File: src/rtl/spi_pkg.sv
// Shared types and width helpers for the SPI chip-select transaction controller.
package spi_pkg;

   typedef enum logic [2:0] {IDLE, SETUP, XFER, HOLD, INACTIVE} spi_txn_state_t;

   // Bits needed to hold values 0..n inclusive.
   function automatic int cnt_w(input int n);
      return (n < 1) ? 1 : $clog2(n + 1);
   endfunction

   function automatic int max3(input int a, input int b, input int c);
      int m;
      m = (a > b) ? a : b;
      return (m > c) ? m : c;
   endfunction

endpackage

File: src/rtl/spi_cs_gap_timer.sv
// Loadable down-counter for CS setup/hold/inactive gaps; done_o marks the last cycle of the interval.
module spi_cs_gap_timer #(
   parameter int W = 3
) (
   input  logic         clk,
   input  logic         rst,
   input  logic         load_i,
   input  logic [W-1:0] val_i,
   output logic         done_o,
   output logic         idle_o
);

   logic [W-1:0] cnt_q, cnt_d;
   logic         run_q, run_d;

   always_comb begin
      cnt_d = cnt_q;
      run_d = run_q;
      if (load_i) begin
         cnt_d = val_i;
         run_d = 1'b1;
      end else if (run_q) begin
         if (cnt_q > W'(1)) begin
            cnt_d = cnt_q - W'(1);
         end else begin
            cnt_d = '0;
            run_d = 1'b0;
         end
      end
   end

   always_ff @(posedge clk) begin
      if (!rst) begin
         cnt_q <= '0;
         run_q <= 1'b0;
      end else begin
         cnt_q <= cnt_d;
         run_q <= run_d;
      end
   end

   assign done_o = run_q && (cnt_q == W'(1));
   assign idle_o = !run_q;

endmodule

File: src/rtl/spi_cs_txn_ctrl.sv
// CS-framed multi-byte transaction controller feeding SPI_Master one byte at a time, RX bytes tagged by index.
// Optional idle-wait abort under `SPI_TXN_TIMEOUT_EN; without it the controller waits indefinitely for the next byte.
module spi_cs_txn_ctrl
   import spi_pkg::*;
#(
   parameter int MAX_BYTES_PER_CS = 2,
   parameter int CS_SETUP_CLKS    = 2,
   parameter int CS_HOLD_CLKS     = 2,
   parameter int CS_INACTIVE_CLKS = 4,
   parameter int TIMEOUT_CLKS     = 256,
   localparam int CW = cnt_w(MAX_BYTES_PER_CS)
) (
   input  logic          clk,
   input  logic          rst,
   input  logic [CW-1:0] i_TX_Count,
   input  logic [7:0]    i_TX_Byte,
   input  logic          i_TX_DV,
   output logic          o_TX_Ready,
   output logic [CW-1:0] o_RX_Count,
   output logic          o_RX_DV,
   output logic [7:0]    o_RX_Byte,
   output logic [7:0]    o_MOSI_Byte,
   output logic          o_MOSI_DV,
   input  logic          i_MOSI_Ready,
   input  logic          i_MISO_DV,
   input  logic [7:0]    i_MISO_Byte,
   output logic          o_CS_n,
   output logic          o_Abort
);

   localparam int            TW    = cnt_w(max3(CS_SETUP_CLKS, CS_HOLD_CLKS, CS_INACTIVE_CLKS));
   localparam logic [CW-1:0] MAX_C = CW'(MAX_BYTES_PER_CS);

   spi_txn_state_t state_q, state_d;
   logic           cs_n_q, cs_n_d;
   logic           tx_rdy_q, tx_rdy_d;
   logic           mosi_dv_q, mosi_dv_d;
   logic           abort_q, abort_d;
   logic           pend_q;
   logic [7:0]     byte_q;
   logic [CW-1:0]  cnt_q, idx_q, cnt_in;
   logic           rx_dv_q;
   logic [7:0]     rx_byte_q;
   logic [CW-1:0]  rx_cnt_q;
   logic           tmr_load, tmr_done, tmr_idle, gap_ok;
   logic [TW-1:0]  tmr_val;
   logic           accept, rx_hit, last_rx, tmo_hit;

   assign accept  = i_TX_DV && tx_rdy_q;
   assign rx_hit  = i_MISO_DV && (state_q == XFER);
   assign last_rx = rx_hit && ((idx_q + CW'(1)) == cnt_q);
   assign gap_ok  = tmr_done || tmr_idle;

`ifdef SPI_TXN_TIMEOUT_EN
   localparam int TMW = cnt_w(TIMEOUT_CLKS);
   logic [TMW-1:0] tmo_q;
   logic           tmo_run;

   // Runs only while waiting on upstream for the next byte of an open transaction.
   assign tmo_run = (state_q == XFER) && tx_rdy_q && !i_TX_DV;
   assign tmo_hit = tmo_run && (tmo_q == TMW'(TIMEOUT_CLKS - 1));

   always_ff @(posedge clk) begin
      if (!rst || !tmo_run) tmo_q <= '0;
      else if (!tmo_hit)    tmo_q <= tmo_q + TMW'(1);
   end
`else
   logic unused_tmo;
   assign unused_tmo = (TIMEOUT_CLKS > 0);
   assign tmo_hit    = 1'b0;
`endif

   always_comb begin
      cnt_in = i_TX_Count;
      if (i_TX_Count == '0)        cnt_in = CW'(1);
      else if (i_TX_Count > MAX_C) cnt_in = MAX_C;
   end

   spi_cs_gap_timer #(.W(TW)) u_gap_timer (
      .clk    (clk),
      .rst    (rst),
      .load_i (tmr_load),
      .val_i  (tmr_val),
      .done_o (tmr_done),
      .idle_o (tmr_idle)
   );

   always_ff @(posedge clk) begin
      if (!rst) state_q <= IDLE;
      else      state_q <= state_d;
   end

   always_comb begin
      state_d = state_q;
      unique case (state_q)
         IDLE:     if (accept)                  state_d = SETUP;
         SETUP:    if (gap_ok && i_MOSI_Ready)  state_d = XFER;
         XFER:     if (last_rx || tmo_hit)      state_d = HOLD;
         HOLD:     if (gap_ok)                  state_d = INACTIVE;
         INACTIVE: if (gap_ok)                  state_d = IDLE;
         default:                               state_d = IDLE;
      endcase
   end

   always_comb begin
      tmr_load  = 1'b0;
      tmr_val   = TW'(CS_SETUP_CLKS);
      cs_n_d    = cs_n_q;
      mosi_dv_d = 1'b0;
      abort_d   = 1'b0;
      unique case (state_q)
         IDLE: if (accept) begin
            tmr_load = 1'b1;
            cs_n_d   = 1'b0;
         end
         SETUP: mosi_dv_d = gap_ok && i_MOSI_Ready;
         XFER: begin
            mosi_dv_d = (pend_q || accept) && i_MOSI_Ready;
            abort_d   = tmo_hit;
            if (last_rx || tmo_hit) begin
               tmr_load = 1'b1;
               tmr_val  = TW'(CS_HOLD_CLKS);
            end
         end
         HOLD: if (gap_ok) begin
            cs_n_d   = 1'b1;
            tmr_load = 1'b1;
            tmr_val  = TW'(CS_INACTIVE_CLKS);
         end
         default: ;
      endcase
      // Upstream ready reopens the cycle after each non-final MISO byte and closes on accept.
      tx_rdy_d = 1'b0;
      if (state_d == IDLE)                                tx_rdy_d = 1'b1;
      else if (state_q == XFER && state_d == XFER) begin
         if (rx_hit)      tx_rdy_d = 1'b1;
         else if (accept) tx_rdy_d = 1'b0;
         else             tx_rdy_d = tx_rdy_q;
      end
   end

   always_ff @(posedge clk) begin
      if (!rst) begin
         cs_n_q    <= 1'b1;
         tx_rdy_q  <= 1'b0;
         mosi_dv_q <= 1'b0;
         abort_q   <= 1'b0;
         pend_q    <= 1'b0;
         byte_q    <= '0;
         cnt_q     <= '0;
         idx_q     <= '0;
         rx_dv_q   <= 1'b0;
         rx_byte_q <= '0;
         rx_cnt_q  <= '0;
      end else begin
         cs_n_q    <= cs_n_d;
         tx_rdy_q  <= tx_rdy_d;
         mosi_dv_q <= mosi_dv_d;
         abort_q   <= abort_d;
         rx_dv_q   <= rx_hit;
         if (accept) byte_q <= i_TX_Byte;
         if (mosi_dv_d)   pend_q <= 1'b0;
         else if (accept) pend_q <= 1'b1;
         if (state_q == IDLE && accept) begin
            cnt_q <= cnt_in;
            idx_q <= '0;
         end else if (rx_hit) begin
            idx_q <= idx_q + CW'(1);
         end
         if (rx_hit) begin
            rx_byte_q <= i_MISO_Byte;
            rx_cnt_q  <= idx_q;
         end
      end
   end

   assign o_TX_Ready  = tx_rdy_q;
   assign o_MOSI_DV   = mosi_dv_q;
   assign o_MOSI_Byte = byte_q;
   assign o_CS_n      = cs_n_q;
   assign o_Abort     = abort_q;
   assign o_RX_DV     = rx_dv_q;
   assign o_RX_Byte   = rx_byte_q;
   assign o_RX_Count  = rx_cnt_q;

endmodule

File: config.mk
export PLATFORM = sky130hd
export DESIGN_NAME = spi_cs_txn_ctrl
export DESIGN_NICKNAME = d
export VERILOG_FILES = /design/src/rtl/spi_pkg.sv /design/src/rtl/spi_cs_gap_timer.sv /design/src/rtl/spi_cs_txn_ctrl.sv
export SDC_FILE = /design/constraint.sdc
export NUM_CORES = 1
export LEC_CHECK = 0
export ABC_AREA = 1
export CAP_MARGIN = 20
export CORE_UTILIZATION = 45
export CTS_CLUSTER_SIZE = 12
export DETAILED_ROUTE_END_ITERATION = 12
export PLACE_DENSITY_LB_ADDON = 0.05
export SETUP_SLACK_MARGIN = 0.1
export SYNTH_ARGS = -nofsm -noshare
export SYNTH_HDL_FRONTEND = slang
export SYNTH_SLANG_ARGS = --single-unit
File: constraint.sdc
create_clock -name clk -period 3.1 [get_ports clk]
set_clock_uncertainty 0.2 [all_clocks]
set_input_delay 0.31 -clock clk [delete_from_list [all_inputs] [get_ports clk]]
set_output_delay 0.31 -clock clk [all_outputs]
set_load 0.005 [all_outputs]
==> impl_metrics.ini <==
[outcome]
outcome = completed

[finish]
final_cell_mix = 49 x nor2_1, 43 x clkdlybuf4s50_1, 34 x dfxtp_1
antenna_cells = 0
layout.nets = 265
mostFrequentLayoutCell = nor2_1
instances_no_fill = 285
postLayoutCoreUtil_pct = 65.3
layout-drive-gt1-share_pct = 9.96
syn2layout_area_growth_pct = 36.8

[yosys]
synth_edf_count = 0
yosys_warnings = 0
synth_cell_types = 28
syn_inst = 195
ys_ff_latch = 34
syn-num-nets = 220
syn_area_sq_mm = 0.00147
synth.avg_cell_area_sq_um = 7.53
synthFlopType = dfxtp_1
async_flop_share_pct = 0
ys_seq_area_share_pct = 46.3

[critical_path]
cp.required_ns = 2.59
crit_slowest_cell = clkdlybuf4s50_1
critical_path.top_delay_family = buffers and inverters
worst-endpoint-arrival_ns = 1.23
crit_path_cell_trace = clkdlybuf4s50_1
critPathLaunchType = flop
critPathKind = flop to output port
crit_path_end_kind = output port
crit_fanout = 3
slowest_delay_ns = 0.51
crit_buf_inv = 1

[die]
io-pin-count = 46
die_y_microns = 59.1
start_util_pct = 47.7
fp-row-count = 20
die_x_microns = 59.1
core-area_sq_mm = 0.00308
die_area_sq_mm = 0.00350

[clocking]
tritoncts = done
path_clk_slew_ns = 0.10
cts_setup_buffers = 0
cts.sinks = 34
cts_buffer_depth = 2
cts_root_buffer = clkbuf_4
clock_latency_ns = 0.33
htree_levels = 2
ctsResizeCount = 0
postCtsHoldBufs = 0
cts-buffers-inserted = 5

[power]
clkPwrFrac_pct = 32.2
combPwrFrac_pct = 16.7
switchingPower_w = 0.000235
cellPowerDensity_mw_per_mm2 = 465
internal-power_w = 0.000700
power_w = 0.000935
ir_drop_uv = 262
p_leak_nw = 0.822
seqPwrFrac_pct = 51.0
swShare_pct = 25.1

[placement]
port_buffers = 43
place_inst = 277
dp.final_hpwl_microns = 2300
gp_congestion = 0.808
dp_slack_ns = 1.09

[global_routing]
grt_overflow = 0
grt_usage_pct = 20.1
grt_pass1_wl_microns = 5260
grt_pass1_vias = 1275
grt_max_degree = 17
antenna_found_initial = 0

[routing]
ant_nets = 0
routed.top_layer = met4
vias = 1352
met3_length_microns = 197
post_drt_wl_per_cell_microns = 11.0
drc = 0
wl_microns = 3140
wl_met2_microns = 1480
wl_met1_microns = 1390
drt_iter0_drc = 72
avgViaCountPerCell = 4.74
dr.pass1.iters = 4

[timing]
finalHoldViolCount = 0
fin_crit_ns = 1.74
timing.final.max_slew_violations = 0
finalSetupTns_ns = 0
fin_crit_sh_pct = 56.0
setup_ws_ns = 1.36
rsz0062_at_grt = no
setup_viol = 0
fmax_ghz = 0.576

[hold_path]
hp-class = flop to flop

[job]
drv_cap = 0
-- power groups by stage --
stage	logic, W	registers [W]	clock network (W)
global placement	0.000153	0.000486	0
finish	0.000157	0.000477	0.000302
floorplan	0.0000815	0.000487	0
global route	0.000176	0.000480	0.000327
detailed placement	0.000157	0.000487	0
CTS	0.000158	0.000477	0.000307
-- per-stage QoR --
stage          hold WS, ns  cell area (sq um)
3_5_place_dp         0.248               1930
3_3_place_gp         0.248               1930
4_1_cts              0.277               2010
2_1_floorplan        0.237               1470
5_1_grt              0.304               2010
6_report             0.271               2010
-- cells in the mapped netlist, drive strengths merged (2+ instances only) --
cell / number / share of area [%]
o21ai: 19 / 6.5
a21oi: 4 / 1.4
nor2: 51 / 13
nand4: 4 / 2.7
nand3: 11 / 5.3
inv: 23 / 6.0
dfxtp: 34 / 46
buf: 3 / 1.4
ha: 2 / 1.7
nor3: 4 / 1.4
clkbuf: 3 / 0.77
xnor2: 2 / 1.2
a211oi: 3 / 1.5
nand2: 27 / 8.4
-- sequential cells by signal, summed over array words and instances (netlist names) --
name and flops:
cnt_q 2, idx_q 2, o_CS_n 1, o_MOSI_Byte 8, o_MOSI_DV 1, o_RX_Byte 8
o_RX_Count 2, o_RX_DV 1, o_TX_Ready 1, pend_q 1, state_q 3, u_gap_timer.cnt_q 3
u_gap_timer.run_q 1
-- worst paths after layout --
check | start | cells past startpoint | end | slack [ns]
worst max-delay path | o_TX_Ready | 1 | o_TX_Ready | 1.36
worst min-delay path | o_CS_n | 2 | o_CS_n | 0.27
worst max register to register | u_gap_timer.cnt_q[1] | 10 | u_gap_timer.run_q | 1.44
worst min register to register | o_CS_n | 2 | o_CS_n | 0.27
-- final cells by class --
class	instances	area, sq um
repair buffers	44	438
flip-flops and latches	34	681
well taps	44	55.1
multi-input cells	132	668
clock buffers	8	78.8
fillers	273	1070
inverters	23	88.8
-- cells by family after synthesis --
| kind of cell | after synthesis | share of synthesized area [%] |
|---|---|---|
| compound gates | 29 | 10.7 |
| xor+xnor | 2 | 1.19 |
| fa+ha+maj | 2 | 1.70 |
| buf+inv | 29 | 8.18 |
| flops | 34 | 46.3 |
| other cells | 1 | 0.255 |
| simple gates | 98 | 31.6 |
-- routing by layer --
metal	up-vias	track usage (%)
li1	708	-
met1	588	24.0
met2	48	32.8
met3	8	6.77
met4	0	8.84
met5	-	0
-- worst min-delay path, delay by kind of cell (launching register included) --
| family | cells | cell delay [ns] |
|---|---|---|
| flip-flops | 1 | 0.34 |
| AND/OR/NAND/NOR | 2 | 0.10 |
No activity file was read; power rests on OpenSTA's default activity.
